$ cat config.mk
export PLATFORM = sky130hd
export DESIGN_NAME = noc_page_arbiter
export DESIGN_NICKNAME = d
export VERILOG_FILES = /design/src/rtl/pagerank_pkg.sv /design/src/rtl/rr_arbiter.sv /design/src/rtl/noc_page_arbiter.sv
export SDC_FILE = /design/constraint.sdc
export NUM_CORES = 1
export LEC_CHECK = 0
export CORE_MARGIN = 1
export CORE_UTILIZATION = 36
export CTS_BUF_LIST = sky130_fd_sc_hd__clkbuf_4
export DETAILED_ROUTE_END_ITERATION = 8
export PLACE_DENSITY = 0.72
export SLEW_MARGIN = 20
export SYNTH_ARGS = -nofsm -noshare
export SYNTH_HDL_FRONTEND = slang
export SYNTH_HIERARCHICAL = 1
export SYNTH_SLANG_ARGS = --single-unit
$ cat constraint.sdc
create_clock -name clk -period 3.8 [get_ports clk]
set_input_delay 0.76 -clock clk [delete_from_list [all_inputs] [get_ports clk]]
set_output_delay 0.76 -clock clk [all_outputs]
set_load 0.05 [all_outputs]
$ cat src/rtl/pagerank_pkg.sv
// rtl/pagerank_pkg.sv - shared types and constants for the PageRank NoC arbiter
package pagerank_pkg;

    localparam int NUM_ANTS_DEF = 4;
    localparam int N_DEF        = 16;
    localparam int WIDTH_DEF    = 32;

    // page_id width for M = 64 pages
    localparam int PAGE_W = 6;
    // request slice: {page_id, valid}
    localparam int REQ_W  = PAGE_W + 1;
    // response slice: {data, page_id, valid}
    localparam int RESP_W = WIDTH_DEF + REQ_W;

    localparam int RESP_VALID_BIT = 0;
    localparam int RESP_PAGE_LSB  = 1;
    localparam int RESP_DATA_LSB  = 1 + PAGE_W;

    localparam int CNT_W = 16;
    localparam logic [CNT_W-1:0] GRANT_COUNT_RST = '0;
    localparam logic [CNT_W-1:0] GRANT_COUNT_MAX = 16'hFFFF;

    typedef enum logic [1:0] {
        IDLE    = 2'd0,
        LOOKUP  = 2'd1,
        RESPOND = 2'd2
    } arb_state_e;

endpackage

$ cat src/rtl/rr_arbiter.sv
// rtl/rr_arbiter.sv - combinational round-robin picker
// Ports:
//   req       in  NUM_ANTS  request valid per ant
//   rr_ptr    in  IDX_W     first ant considered
//   grant_oh  out NUM_ANTS  one-hot grant
//   grant_idx out IDX_W     index of the granted ant
//   any_valid out 1         at least one request present
module rr_arbiter #(
    parameter int NUM_ANTS = 4,
    parameter int IDX_W    = 2
) (
    input  logic [NUM_ANTS-1:0] req,
    input  logic [IDX_W-1:0]    rr_ptr,
    output logic [NUM_ANTS-1:0] grant_oh,
    output logic [IDX_W-1:0]    grant_idx,
    output logic                any_valid
);

    always_comb begin
        int cand;
        grant_oh  = '0;
        grant_idx = '0;
        any_valid = 1'b0;
        cand      = 0;
        // Walk ants starting at rr_ptr, wrapping; first valid wins.
        for (int i = 0; i < NUM_ANTS; i++) begin
            cand = int'(rr_ptr) + i;
            if (cand >= NUM_ANTS) begin
                cand = cand - NUM_ANTS;
            end
            if (!any_valid && req[cand]) begin
                any_valid      = 1'b1;
                grant_oh[cand] = 1'b1;
                grant_idx      = IDX_W'(cand);
            end
        end
    end

endmodule

$ cat src/rtl/noc_page_arbiter.sv
// rtl/noc_page_arbiter.sv - single-transaction NoC switch for PageRank page-value lookups
// Optional macro: NOC_ARB_STATS_EN builds per-ant saturating grant counters.
// Ports:
//   clk, reset   clock and synchronous active-high reset
//   request      per ant {page_id, valid}
//   reply        per ant value for its current query
//   query        per ant page_id to look up (registered)
//   response     per ant {data, page_id, valid} (registered, valid one cycle)
//   busy         high while a transaction is in flight
//   grant_count  per ant completed-transaction counters
module noc_page_arbiter
    import pagerank_pkg::*;
#(
    parameter int NUM_ANTS = NUM_ANTS_DEF,
    parameter int N        = N_DEF,
    parameter int WIDTH    = WIDTH_DEF
) (
    input  logic                              clk,
    input  logic                              reset,
    input  logic [NUM_ANTS*REQ_W-1:0]         request,
    input  logic [NUM_ANTS*WIDTH-1:0]         reply,
    output logic [NUM_ANTS*PAGE_W-1:0]        query,
    output logic [NUM_ANTS*(WIDTH+REQ_W)-1:0] response,
    output logic                              busy,
    output logic [NUM_ANTS*CNT_W-1:0]         grant_count
);

    localparam int RW    = WIDTH + REQ_W;
    localparam int IDX_W = (NUM_ANTS > 1) ? $clog2(NUM_ANTS) : 1;

    arb_state_e                 state_q, state_d;
    logic [IDX_W-1:0]           rr_ptr_q, rr_ptr_d;
    logic [IDX_W-1:0]           grant_idx_q, grant_idx_d;
    logic [PAGE_W-1:0]          page_q, page_d;
    logic [IDX_W-1:0]           owner_q, owner_d;
    logic [WIDTH-1:0]           data_q, data_d;
    logic [NUM_ANTS*PAGE_W-1:0] query_q, query_d;
    logic [NUM_ANTS*RW-1:0]     response_q, response_d;

    logic [NUM_ANTS-1:0] req_valid;
    logic [NUM_ANTS-1:0] arb_oh;
    logic [IDX_W-1:0]    arb_idx;
    logic                arb_any;
    logic [PAGE_W-1:0]   sel_page;
    logic [IDX_W-1:0]    sel_owner;

    always_comb begin
        req_valid = '0;
        sel_page  = '0;
        for (int a = 0; a < NUM_ANTS; a++) begin
            req_valid[a] = request[a*REQ_W];
            // AND-OR mux on the one-hot grant
            if (arb_oh[a]) begin
                sel_page = sel_page | request[a*REQ_W+1 +: PAGE_W];
            end
        end
        // With M = NUM_ANTS*N the quotient always fits in IDX_W bits.
        sel_owner = IDX_W'(int'(sel_page) / N);
    end

    rr_arbiter #(
        .NUM_ANTS (NUM_ANTS),
        .IDX_W    (IDX_W)
    ) u_rr_arbiter (
        .req       (req_valid),
        .rr_ptr    (rr_ptr_q),
        .grant_oh  (arb_oh),
        .grant_idx (arb_idx),
        .any_valid (arb_any)
    );

    always_comb begin
        state_d     = state_q;
        rr_ptr_d    = rr_ptr_q;
        grant_idx_d = grant_idx_q;
        page_d      = page_q;
        owner_d     = owner_q;
        data_d      = data_q;
        query_d     = query_q;
        response_d  = response_q;
        // Response valids are single-cycle pulses; data/page fields hold.
        for (int a = 0; a < NUM_ANTS; a++) begin
            response_d[a*RW+RESP_VALID_BIT] = 1'b0;
        end
        case (state_q)
            IDLE: begin
                if (arb_any) begin
                    grant_idx_d = arb_idx;
                    page_d      = sel_page;
                    owner_d     = sel_owner;
                    query_d[int'(sel_owner)*PAGE_W +: PAGE_W] = sel_page;
                    state_d     = LOOKUP;
                end
            end
            LOOKUP: begin
                data_d  = reply[int'(owner_q)*WIDTH +: WIDTH];
                state_d = RESPOND;
            end
            RESPOND: begin
                response_d[int'(grant_idx_q)*RW +: RW] = {data_q, page_q, 1'b1};
                rr_ptr_d = (grant_idx_q == IDX_W'(NUM_ANTS - 1)) ? '0 : grant_idx_q + 1'b1;
                state_d  = IDLE;
            end
            default: state_d = IDLE;
        endcase
    end

    always_ff @(posedge clk) begin
        if (reset) begin
            state_q     <= IDLE;
            rr_ptr_q    <= '0;
            grant_idx_q <= '0;
            page_q      <= '0;
            owner_q     <= '0;
            data_q      <= '0;
            query_q     <= '0;
            response_q  <= '0;
        end else begin
            state_q     <= state_d;
            rr_ptr_q    <= rr_ptr_d;
            grant_idx_q <= grant_idx_d;
            page_q      <= page_d;
            owner_q     <= owner_d;
            data_q      <= data_d;
            query_q     <= query_d;
            response_q  <= response_d;
        end
    end

    assign query    = query_q;
    assign response = response_q;
    assign busy     = (state_q != IDLE);

`ifdef NOC_ARB_STATS_EN
    logic [NUM_ANTS*CNT_W-1:0] grant_count_q, grant_count_d;

    always_comb begin
        grant_count_d = grant_count_q;
        for (int a = 0; a < NUM_ANTS; a++) begin
            if (state_q == RESPOND && grant_idx_q == IDX_W'(a)
                && grant_count_q[a*CNT_W +: CNT_W] != GRANT_COUNT_MAX) begin
                grant_count_d[a*CNT_W +: CNT_W] = grant_count_q[a*CNT_W +: CNT_W] + 1'b1;
            end
        end
    end

    always_ff @(posedge clk) begin
        if (reset) begin
            grant_count_q <= {NUM_ANTS{GRANT_COUNT_RST}};
        end else begin
            grant_count_q <= grant_count_d;
        end
    end

    assign grant_count = grant_count_q;
`else
    assign grant_count = '0;
`endif

endmodule

==> summary.json <==
{
  "routing": {
    "met3RoutedLength_um": 2280,
    "met1Wirelength_um": 13300,
    "detailroute.via_count": 9445,
    "top_layer_used_by_detailed_routing": "met4",
    "dr_wl_met2_um": 16000,
    "ant_nets": 0,
    "drt_drc_violations_left": 0,
    "wl_um": 32300,
    "detailedRoute.firstIterationViolations": 661,
    "vias_per_cell": 5.20,
    "post_drt_wl_per_cell_um": 17.8,
    "drt_pre_antenna_iters": 5
  },
  "die": {
    "die-height_um": 167,
    "core.rowCount": 60,
    "die_area_mm2": 0.0279,
    "start_util_pct": 36.5,
    "core_area_mm2": 0.0269,
    "chipWidth_um": 167,
    "floorplan.io_pins": 403
  },
  "synthesis": {
    "synth_compound_area_share_pct": 16.3,
    "yosys.area_share.simple_pct": 17.2,
    "combinational_family_with_the_most_area_after_synthesis": "simple AND/OR/NAND/NOR gates",
    "yosysSeqAreaShare_pct": 45.5,
    "post_synth_num_cell_types": 52,
    "syn_avg_cell_area_um2": 8.99,
    "synth_enable_flop_cells": 0,
    "synthFlopType": "dfxtp_1",
    "ys_warn_count": 6,
    "synth-async-reset-ratio_pct": 0,
    "postSynthCellCount": 1091,
    "multiplexer_share_of_the_synthesized_area_pct": 9.32,
    "synth-xor-area-share_pct": 0.0893,
    "ys_seq_elements": 223,
    "syn-cell-area_mm2": 0.00981,
    "adder_cell_fraction_of_synth_area_pct": 2.04
  },
  "run_status": {
    "outcome": "finished, final reports clean"
  },
  "run": {
    "maxCapViolations": 0
  },
  "global_route": {
    "grt_usage_pct": 22.2,
    "grt_first_pass_wirelength_um": 49100,
    "grt_start_max_net_pins": 130,
    "initial_antenna_violation_count": 1,
    "global_route.overflow_total": 0,
    "grt_pass1_vias": 8981
  },
  "clocking": {
    "cts-root-buf": "clkbuf_4",
    "clock_insertion_delay_worst_skew_ns": 0.67,
    "cts_buffer_count": 58,
    "max-clock-path-buffers": 3,
    "cts.sinks": 223,
    "tritoncts": "yes",
    "cts_max_level": 2,
    "worst_setup_hold_path_clk_slew_ns": 0.06,
    "postCtsHoldBufs": 0
  },
  "critical_path": {
    "ff2ff_path_depth": 14,
    "arrival_ns": 4.21,
    "data_required_time_at_the_worst_endpoint_ns": 4.37,
    "worstReg2RegStart": "rr_ptr_q[0]",
    "setup.reg_to_reg.worst_slack_ns": 0.17,
    "worst_setup_path_end_kind": "flip-flop",
    "worst-path-max-fanout": 7,
    "critical_path.reg2reg.endpoint": "query[20]",
    "critical_path.startpoint_type": "flip-flop",
    "worstSetupPathType": "flip-flop to flip-flop"
  },
  "power": {
    "irDropWorstVdd_uv": 178,
    "power-per-cell-area_mw_per_mm2": 413,
    "total_power_mw": 5.84,
    "total_leakage_power_nw": 5.05
  },
  "final_layout": {
    "nNetsFinal": 1617,
    "post_route_cells_drive_above_1_share_pct": 14.0,
    "final_area_mm2": 0.0141,
    "n_fill_cell": 2434,
    "synthToLayoutAreaGrowth_pct": 44.1
  },
  "placement": {
    "gp_congestion": 0.881,
    "dpl.hpwl_um": 21200,
    "dpl_worst_slack_ns": -0.490,
    "place_area_mm2": 0.0134,
    "place.port_buffers": 338
  },
  "timing": {
    "rsz0062_at_grt": "yes",
    "period_minus_slack_ns": 3.63,
    "final_worst_path_period_share_pct": 95.6,
    "timing.fmax_ghz": 0.275,
    "worst-slew-pin-transition_ns": 1.15,
    "number_of_max_slew_violations_in_the_final_report": 0,
    "setup_violations": 0,
    "slack_of_the_critical_path_ns": 0.168,
    "slew-limit-headroom_pct": 23.1,
    "hold_viol": 0,
    "worst_clk_skew_ns": 0.0340,
    "setup_total_negative_slack_ns": 0
  },
  "worst_hold_path": {
    "hold-path-endpoint": "response[48]",
    "worstHoldStart": "response[48]",
    "hold_path_class": "flip-flop to flip-flop",
    "min_delay_path_depth": 2
  }
}
==> power by group <==
part           leakage, nW  total (mW)  switching [mW]  internal [mW]
logic                 2.83        1.28           0.718          0.557
clock network        0.417        2.00           0.958           1.04
registers             1.80        2.56           0.148           2.41
==> metrics by stage <==
step / utilization, % / std cells / hold WS [ns]
after CTS: 52.5 / 1815 / 0.451
after floorplan: - / 1154 / 0.474
after global placement: 50.0 / 1722 / 0.438
after global routing: 52.6 / 1818 / 0.471
final: 52.6 / 1818 / 0.449
after detailed placement: 50.0 / 1722 / 0.442
==> critical path, cell delays in order (launching register included) <==
cell and delay (ns):
dfxtp_4 0.41, inv_1 0.12, ha_4 0.31, mux4_2 0.38, buf_4 0.18, a22oi_1 0.22, o21ai_2 0.10, a22oi_1 0.19
and2_2 0.25, clkinv_1 0.14, ha_4 0.19, xor2_1 0.15, or2_2 0.29, or4b_1 0.47, a21oi_1 0.15
==> flip-flops by register name, summed over array words and instances (netlist names) <==
name	cells
response	156
data_q	32
query	23
page_q	6
grant_idx_q	2
rr_ptr_q	2
state_q	2
==> logic make-up after synthesis <==
family,after synthesis
AND/OR/NAND/NOR,387
AO/OA/AOI/OAI,251
flip-flops,223
buffers and inverters,167
multiplexers,45
adder cells (fa/ha/maj),16
other,1
XOR/XNOR,1
==> cell usage after synthesis (all sizes together), types with 5 or more instances <==
library cell,number,area share [%]
a32oi,5,0.45
a22oi,92,7.0
o21ai,10,0.51
a21oi,121,6.2
mux4,36,8.4
nor3,5,0.25
inv,9,0.34
nand2,162,6.2
and2,6,0.38
mux2i,7,0.71
ha,16,2.0
or3,8,0.51
dfxtp,223,45
nand3,79,4.2
buf,91,6.6
clkbuf,65,2.5
nor2,110,4.2
a211oi,6,0.46
==> area by class of cell <==
class / instances / area (um^2) / share of cell area, %
Antenna cell: 1 / 2.50 / 0.0177
Multi-Input combinational cell: 764 / 4750 / 33.6
Clock buffer: 82 / 616 / 4.35
Sequential cell: 223 / 4470 / 31.6
Tap cell: 341 / 427 / 3.02
Timing Repair Buffer: 385 / 3760 / 26.6
Clock inverter: 11 / 70.1 / 0.495
Inverter: 11 / 46.3 / 0.327
==> layout by cell type (no fill, tap or decap), types with 8 or more instances in the layout <==
cell type / count
a21oi_1: 121
nand3_1: 77
nor2_1: 109
a22oi_1: 92
ha_1: 13
clkbuf_4: 82
buf_4: 45
nand2_1: 158
dfxtp_1: 219
mux4_2: 35
conb_1: 64
clkdlybuf4s50_1: 337
or3_1: 8
inv_1: 9
==> worst max path at each step <==
stage                      from        end  slack [ns]  cells past startpoint
finish              rr_ptr_q[0]  query[20]        0.17                     14
global route        rr_ptr_q[0]  query[20]       -0.09                     13
CTS                 rr_ptr_q[0]  query[20]        0.06                     14
detailed placement   request[7]  query[20]       -0.49                     13
global placement     request[7]  query[20]       -0.38                     13
floorplan           request[14]  query[20]       0.003                     15
==> per-layer routing <==
metal  global-route usage, %  up-vias
met4                    7.61        0
met1                    27.0     4529
met3                    4.73       56
li1                        -     4442
met5                       0        -
met2                    38.6      418
==> timing repair <==
action,in CTS,in global routing
setup buffers,0,2
setup endpoints to repair,0,17
resized for setup,0,3
Power figures use the tool's default switching activity.
